--- src/rtl/des_subkey_stream_pkg.sv ---
// Shared DES key-schedule definitions: permutation tables, shift schedule,
// width constants and the subkey-stream state encoding.
package des_subkey_stream_pkg;

    localparam int KEY_W    = 64;
    localparam int CD_W     = 56;
    localparam int SUBKEY_W = 48;
    localparam int HALF_W   = 28;
    localparam int ROUNDS   = 16;

    typedef enum logic {
        ST_IDLE = 1'b0,
        ST_RUN  = 1'b1
    } state_t;

    // Tables use FIPS 46 numbering: entry i names the source bit (1 = MSB)
    // of output bit i+1.
    localparam int PC1_TABLE [0:CD_W-1] = '{
        57, 49, 41, 33, 25, 17,  9,
         1, 58, 50, 42, 34, 26, 18,
        10,  2, 59, 51, 43, 35, 27,
        19, 11,  3, 60, 52, 44, 36,
        63, 55, 47, 39, 31, 23, 15,
         7, 62, 54, 46, 38, 30, 22,
        14,  6, 61, 53, 45, 37, 29,
        21, 13,  5, 28, 20, 12,  4
    };

    localparam int PC2_TABLE [0:SUBKEY_W-1] = '{
        14, 17, 11, 24,  1,  5,
         3, 28, 15,  6, 21, 10,
        23, 19, 12,  4, 26,  8,
        16,  7, 27, 20, 13,  2,
        41, 52, 31, 37, 47, 55,
        30, 40, 51, 45, 33, 48,
        44, 49, 39, 56, 34, 53,
        46, 42, 50, 36, 29, 32
    };

    // Left-rotation amount applied to reach round r (entry r-1).
    localparam logic [1:0] SHIFT_TABLE [0:ROUNDS-1] = '{
        2'd1, 2'd1, 2'd2, 2'd2, 2'd2, 2'd2, 2'd2, 2'd2,
        2'd1, 2'd2, 2'd2, 2'd2, 2'd2, 2'd2, 2'd2, 2'd1
    };

    function automatic logic [1:0] shift_amt(input logic [4:0] round);
        logic [3:0] idx;
        idx = 4'(round - 5'd1);
        return SHIFT_TABLE[idx];
    endfunction

endpackage

--- src/rtl/des_subkey_stream_pc2.sv ---
// DES Permuted Choice 2: selects the 48 round-subkey bits from a 56-bit CD value.
module des_pc2
    import des_subkey_stream_pkg::*;
(
    input  logic [CD_W-1:0]     cd,
    output logic [SUBKEY_W-1:0] subkey
);

    // Eight CD bits (9,18,22,25,35,38,43,54) are dropped by PC-2 by design.
    logic cd_dropped_unused;
    assign cd_dropped_unused = ^{cd[47], cd[38], cd[34], cd[31],
                                 cd[21], cd[18], cd[13], cd[2]};

    always_comb begin
        subkey = '0;
        for (int i = 0; i < SUBKEY_W; i++) begin
            subkey[SUBKEY_W-1-i] = cd[CD_W-PC2_TABLE[i]];
        end
    end

endmodule

--- src/rtl/des_subkey_stream.sv ---
// Streams the sixteen DES round subkeys of a latched key, in encrypt or
// decrypt order, over a valid/ready handshake.
module des_subkey_stream
    import des_subkey_stream_pkg::*;
(
    input  logic                clk,
    input  logic                rst,
    input  logic [KEY_W-1:0]    key_in,
    input  logic                decrypt,
    input  logic                start,
    input  logic                ready,
    output logic [SUBKEY_W-1:0] subkey,
    output logic                subkey_valid,
    output logic [4:0]          round_id,
    output logic                last,
    output logic                busy,
    output logic                done
);

    // Handshake: subkey/round_id/last are offered whenever subkey_valid=1 and
    // are consumed on a rising edge where subkey_valid=1 and ready=1; while
    // ready=0 they hold. subkey_valid does not depend on ready.

    state_t              state;
    state_t              state_nx;
    logic [CD_W-1:0]     cd;
    logic                dec_q;
    logic                load;
    logic                advance;
    logic                final_hs;
    logic                is_final;
    logic [CD_W-1:0]     pc1_key;
    logic [HALF_W-1:0]   c_half;
    logic [HALF_W-1:0]   d_half;
    logic [1:0]          fwd_amt;
    logic [1:0]          rev_amt;

    function automatic logic [HALF_W-1:0] rotl28(input logic [HALF_W-1:0] x,
                                                 input logic [1:0] n);
        return (n == 2'd2) ? {x[HALF_W-3:0], x[HALF_W-1:HALF_W-2]}
                           : {x[HALF_W-2:0], x[HALF_W-1]};
    endfunction

    function automatic logic [HALF_W-1:0] rotr28(input logic [HALF_W-1:0] x,
                                                 input logic [1:0] n);
        return (n == 2'd2) ? {x[1:0], x[HALF_W-1:2]}
                           : {x[0], x[HALF_W-1:1]};
    endfunction

    function automatic logic [CD_W-1:0] pc1_perm(input logic [KEY_W-1:0] k);
        logic [CD_W-1:0] r;
        r = '0;
        for (int i = 0; i < CD_W; i++) begin
            r[CD_W-1-i] = k[KEY_W-PC1_TABLE[i]];
        end
        return r;
    endfunction

    // Parity bits 8,16,...,64 of the key never enter the schedule.
    logic key_parity_unused;
    assign key_parity_unused = ^{key_in[56], key_in[48], key_in[40], key_in[32],
                                 key_in[24], key_in[16], key_in[8],  key_in[0]};

    assign pc1_key  = pc1_perm(key_in);
    assign c_half   = cd[CD_W-1:HALF_W];
    assign d_half   = cd[HALF_W-1:0];
    assign fwd_amt  = shift_amt(round_id + 5'd1);
    assign rev_amt  = shift_amt(round_id);
    assign is_final = dec_q ? (round_id == 5'd1) : (round_id == 5'd16);

    always_ff @(posedge clk) begin
        if (rst) begin
            state <= ST_IDLE;
        end else begin
            state <= state_nx;
        end
    end

    always_comb begin
        state_nx     = state;
        load         = 1'b0;
        advance      = 1'b0;
        final_hs     = 1'b0;
        subkey_valid = 1'b0;
        busy         = 1'b0;
        last         = 1'b0;
        case (state)
            ST_IDLE: begin
                if (start) begin
                    load     = 1'b1;
                    state_nx = ST_RUN;
                end
            end
            ST_RUN: begin
                subkey_valid = 1'b1;
                busy         = 1'b1;
                last         = is_final;
                if (ready) begin
                    if (is_final) begin
                        final_hs = 1'b1;
                        state_nx = ST_IDLE;
                    end else begin
                        advance = 1'b1;
                    end
                end
            end
            default: state_nx = ST_IDLE;
        endcase
    end

    // CD is left untouched on the final handshake so the last subkey keeps
    // being presented (unvalidated) while idle.
    always_ff @(posedge clk) begin
        if (rst) begin
            cd       <= '0;
            round_id <= '0;
            dec_q    <= 1'b0;
            done     <= 1'b0;
        end else begin
            done <= final_hs;
            if (load) begin
                dec_q <= decrypt;
                if (decrypt) begin
                    cd       <= pc1_key;
                    round_id <= 5'd16;
                end else begin
                    cd       <= {rotl28(pc1_key[CD_W-1:HALF_W], 2'd1),
                                 rotl28(pc1_key[HALF_W-1:0], 2'd1)};
                    round_id <= 5'd1;
                end
            end else if (advance) begin
                if (dec_q) begin
                    cd       <= {rotr28(c_half, rev_amt), rotr28(d_half, rev_amt)};
                    round_id <= round_id - 5'd1;
                end else begin
                    cd       <= {rotl28(c_half, fwd_amt), rotl28(d_half, fwd_amt)};
                    round_id <= round_id + 5'd1;
                end
            end
        end
    end

    des_pc2 u_pc2 (
        .cd     (cd),
        .subkey (subkey)
    );

endmodule
--- config.mk ---
export PLATFORM = sky130hd
export DESIGN_NAME = des_subkey_stream
export DESIGN_NICKNAME = d
export VERILOG_FILES = /design/src/rtl/des_subkey_stream_pkg.sv /design/src/rtl/des_subkey_stream_pc2.sv /design/src/rtl/des_subkey_stream.sv
export SDC_FILE = /design/constraint.sdc
export NUM_CORES = 1
export LEC_CHECK = 0
export CAP_MARGIN = 0
export CORE_AREA = 2 2 121 135
export DETAILED_ROUTE_END_ITERATION = 16
export DIE_AREA = 0 0 123 137
export GPL_TIMING_DRIVEN = 0
export HOLD_SLACK_MARGIN = 0.06
export PLACE_DENSITY_LB_ADDON = 0.2
export SYNTH_ARGS = -nofsm -noshare
export SYNTH_HDL_FRONTEND = slang
export SYNTH_HIERARCHICAL = 1
export SYNTH_SLANG_ARGS = --single-unit
--- constraint.sdc ---
create_clock -name clk -period 2.5 [get_ports clk]
set_input_delay 0.5 -clock clk [delete_from_list [all_inputs] [get_ports clk]]
set_output_delay 0.5 -clock clk [all_outputs]
set_load 0.01 [all_outputs]
; ---- Word level (Yosys, flattened, before mapping)
; Memory sizes are Yosys's and may differ from the RTL's.
; Cells that the tools add are included.
; Widths: inputs -> output; s select.
[totals]
input_bits = 69
romBits = 64
mem_bits_rw = 0
latchBits = 0
register_bits = 64
wordCells = 49
memories = 2
out_inout_bits = 57
[memory_table]
columns = name, words, width, read_ports, rd_ports_with_merged_regs, wr, line
row1 = (no name shown), 16, 2, 1, 0, 0, des_subkey_stream_pkg.sv:49  ; return SHIFT_TABLE[idx];
row2 = (no name shown), 16, 2, 1, 0, 0, des_subkey_stream_pkg.sv:49
[classes]
n_lt_le_gt_ge = 2
n_addsub = 3
mul = 0
reduce_logical = 2
eq_ne = 4
muxes = 27
shifts = 0
bitwise_logic = 4
div_mod_pow = 0
[ops]
columns = op, count
row1 = $mux 56, 4
row2 = $mux 28, 4
row3 = $mux 5, 4
row4 = $ge 5x5->1 const B, 2
row5 = $mux 1, 10
row6 = $not 4->5, 2
row7 = $mux 2, 4
row8 = $add 5x1->5 const B, 1
row9 = $eq 5x1->1 const B, 1
row10 = $eq 5x5->1 const B, 1
row11 = $sub 5x1->5 const B, 1
row12 = $eq 2x2->1 const B, 2
row13 = $sub 4x1->4 const B, 1
row14 = $reduce_or 3->1, 1
row15 = $not 1->1, 2
row16 = $pmux 1 s2, 1
row17 = $reduce_bool 2->1, 1

; ---- Longest topological paths before layout
[depth]
ltp_word = 11
mapped_depth = 12
depth_no_buf = 8

; ---- Modules after synthesis
; Netlist, hierarchy kept.
[by_module_without_submodules]
columns = module, n_inst, area_per_inst_um2, seq_area_each_um2, cells_per_inst
row1 = des_subkey_stream, 1, 5552.8, 1281.2, 630
row2 = des_pc2, 1, 360.3, 0.0, 48

; ---- Least setup slack after synthesis
; Ideal clock, no wire load.
[synth_timing]
kind = reg2reg
from = register round_id[0]
to = register cd[31]
period_less_slack_ns = 2.669
arrival_ns = 2.580
t_required_ns = 2.411
path_stages_with_launch = 12
setup_slack_ns = -0.169
setup_time_ns = 0.089
path_buffers = 3
path_cell_list = dfxtp_1 buf_6 inv_1 ha_1 or3_1 o211ai_1 mux2i_1 nand2_1 buf_6 buf_6 mux2_1 a311oi_2
[synth_via]
elab_chain_cells = 11
elab_cells_between_ends = 25
classes_between = add/sub: 3 / eq/ne: 4 / mux: 13 / bitwise: 2 / reduce/logical: 1 / memory: 2
[synth_rtl]
columns = item, line
row1 = start: declaration, des_subkey_stream.sv:14  ; output logic [4:0] round_id,
row2 = start signal: assignment, des_subkey_stream.sv:134  ; round_id <= round_id - 5'd1;
row3 = start signal: assignment, des_subkey_stream.sv:137  ; round_id <= round_id + 5'd1;
row4 = $add 5x1->5, -
row5 = $sub 4x1->4, des_subkey_stream_pkg.sv:48  ; idx = 4'(round - 5'd1);
row6 = $not 4->5 (not written as such), des_subkey_stream_pkg.sv:49
row7 = $mem_v2 16x2, -
row8 = $mux 2 (not written as such) (2 in a row), des_subkey_stream_pkg.sv:49
row9 = $eq 2x2->1, des_subkey_stream.sv:40  ; return (n == 2'd2) ? {x[HALF_W-3:0], x[HALF_W-1:HALF_W-2]}
row10 = $mux 28, des_subkey_stream.sv:40
row11 = $mux 56, des_subkey_stream.sv:132  ; if (dec_q) begin
row12 = $mux 56, des_subkey_stream.sv:131  ; end else if (advance) begin
row13 = $mux 56, des_subkey_stream.sv:121  ; if (load) begin
row14 = end signal: assignment, des_subkey_stream.sv:124  ; cd <= pc1_key;
row15 = end signal: assignment, des_subkey_stream.sv:133  ; cd <= {rotr28(c_half, rev_amt), rotr28(d_half, rev_amt)};
row16 = end signal: assignment, des_subkey_stream.sv:136  ; cd <= {rotl28(c_half, fwd_amt), rotl28(d_half, fwd_amt)};
row17 = end: declaration, des_subkey_stream.sv:26  ; logic [CD_W-1:0] cd;
; Parallel ways exist; a longest one is shown, timed or not. The select of a mux whose other input is x is not followed.
; A chain may end at the register's enable or synchronous reset.

; ---- Worst setup path in the final report
[layout_timing]
from = register round_id[0]
to = register cd[25]
; The elaborated chain is that of the path after synthesis.

==> metrics.txt <==
Total GRT Usage 24.3%; synth cell count leaders nand2_1 (98), mux2_2 (79), mux2i_1 (74), dfxtp_1 (64), o21ai_0 (55); post-route cell area 7920 um^2; Die Width approximately 120 um; final setup vio count 25; status finished, violations left; root buffer cell clkbuf_16; Post-synth top flop dfxtp_1; initial antenna violation count 0; Core ar. 15500 um^2; die height between 100 and 150 um; Setup Crit Path Kind flop to flop; largest net degree at the start of global routing 11; H-tree depth 3; routability congestion estimate around 0.9; adder-cell area share of the yosys netlist 1.27%; met1 Use GR 30.9%; clock-pin slew on the worst setup and hold paths 0.06 ns; TritonRoute pass-1 iters 8; failing checks negative setup slack; Routed Antenna Nets 0; busiest grt layer met2; Netlist Area Pre-Place 5910 um^2; dpl ws -0.517 ns; Yosys cell types 47; hold buffer count at cts 0; post-synth top area share 21.7%; clock skew 0.00538 ns; CTS buffer count 9; Starting DRT DRC Count 436; Vias 5831; VDD IR max 380 uV; Post-Route WL 20700 um; worst slew pin tran 0.855 ns; IO Port Bufs 115; final setup margin -0.0892 ns; WL/cell 20.3 um; Compound-Gate Fraction of Synth Area 20.7%; Critical Path Start Type flop; Starting Density 38.2%; EDFF count, synth 0; top-count cell post-synth nand2_1; Die ar. 16900 um^2; Arrival @ worst endpoint around 2.8 ns; n_diodes 0; most area-consuming cells after synthesis dfxtp_1 (22%), mux2_2 (15%), mux2i_1 (13%), buf_4 (6.3%), nand2_1 (6.2%); met2 Usage GRT 40.6%; crit end category flop; clock sinks 64; Mean Syn Cell Area 8.72 um^2; mux contribution to synthesized area 31.4%; reg2reg path depth 11; Pwr Density 586 nW/um^2; hold depth 2; worst hold path class flop to flop; leading area contributor after synthesis dfxtp_1; xor and xnor area share after synthesis 0.889%; # IOs 126; Final Hold Viols 0; Clock Latency Late Sink between 0.3 and 0.4 ns; Post-Synth Simple-Gate Area between 10% and 20%; asr flop ratio synth 0%; vias in the first global route 5848; Final Cycle Share 104%; first-pass GRT wire length 31600 um; grt ovf 0; Rel. slew slack 43.0%; crit path max fanout 9; Yosys reg bits 64; count of warnings emitted by yosys 6; Max Slew Vio Count 0; final net count a little under 900; register area share after synthesis 21.7%; detailed-route DRC error count 0; Clock Tree Buf Depth 2; detailed placement HPWL 14500 um; RSZ-0062 raised after global routing true; Rows 48; Max Cap Viol 0; CTS tree built; main combinational cell family by area after synthesis multiplexers; FMAX 386 MHz; Leakage 3.11 nW; Crit path required time 2.74 ns; Mapped Nets roughly 750; Via density between 5 and 6; placed cell area around 7300 um^2; layout cell share with drive strength beyond 1 32.0%; M3 GR Usage slightly above 4%; Area Overhead vs Synth 33.9%; Final min period 2.59 ns; cell count after synthesis slightly below 700
-- layout make-up --
cell class / instances / area, um^2
inverters: 5 / 26.3
well taps: 200 / 250
clock buffers: 13 / 260
flip-flops and latches: 64 / 1290
plain buffers: 109 / 751
clock inverters: 3 / 40.0
fillers: 1478 / 7580
multi-input cells: 500 / 4040
repair buffers: 126 / 1260
-- report_power, final --
part,internal (W),switching [W]
combinational,0.00106,0.000962
clock,0.000824,0.000479
sequential,0.00114,0.000176
total,0.00303,0.00162
-- routing by layer --
metal  share of wire [%]  vias up
met5                   0        -
met4                 3.3        0
met3                 5.3       51
met2                  48      240
met1                  43     2846
li1                    -     2694
-- kinds of logic (layout without fill, tap and decap cells) --
logic type | count (synthesis) | after routing
xor+xnor | 6 | 6
buf+inv | 114 | 256
compound gates | 150 | 150
fa+ha+maj | 6 | 6
flops | 64 | 64
mux | 170 | 170
simple gates | 168 | 168
-- critical path: stages (launching register included) --
cell and delay [ns]:
dfxtp_4 0.35, buf_6 0.10, clkinvlp_4 0.09, ha_4 0.24
or3_1 0.35, o211ai_1 0.11, mux2i_1 0.22, nand2_1 0.13
buf_6 0.19, clkbuf_16 0.17, mux2_4 0.30, a311oi_2 0.25
-- worst paths after layout --
path,startpoint,endpoint,slack (ns)
worst max-delay path,round_id[0],cd[25],-0.09
worst min-delay path,cd[51],cd[51],0.58
worst max register to register,round_id[0],cd[25],-0.09
worst min register to register,cd[51],cd[51],0.58
-- what timing repair did --
item                                    in CTS  in global routing
buffers inserted                            10                  0
hold endpoints to repair                     0                  0
gates resized for setup                     34                 21
endpoints found under the setup margin      57                 56
pin swaps                                    3                  2
cloned                                       0                  1
-- sequential cells by signal, summed over array words and instances, names as in the netlist --
signal and count:
dec_q 1, round_id 5, done 1, cd 56, state 1
-- cells in the final DEF, fill, tap and decap left out, types with 9 or more instances in the layout --
cell type and count:
a21oi_1 26, a221oi_2 20, a311oi_1 9, a311oi_2 23
buf_4 60, clkbuf_1 26, clkbuf_16 10, clkbuf_2 13
clkdlybuf4s50_1 114, dfxtp_1 62, mux2_2 79, mux2_4 14
mux2i_1 72, nand2_1 97, nor2_1 46, o21ai_0 55
-- per-stage QoR --
step	hold slack [ns]	TNS (ns)	power, W	utilization [%]	instances
final	0.582	-0.984	0.00464	51.1	1020
after global routing	0.603	-6.68	0.00483	51.1	1020
after CTS	0.548	-1.66	0.00456	50.3	1019
after detailed placement	0.541	-21.31	0.00317	47.3	993
after global placement	0.522	-18.31	0.00315	47.3	993
after floorplan	0.501	0	0.00253	-	678
Note: power is estimated with default switching activity, not from simulation.
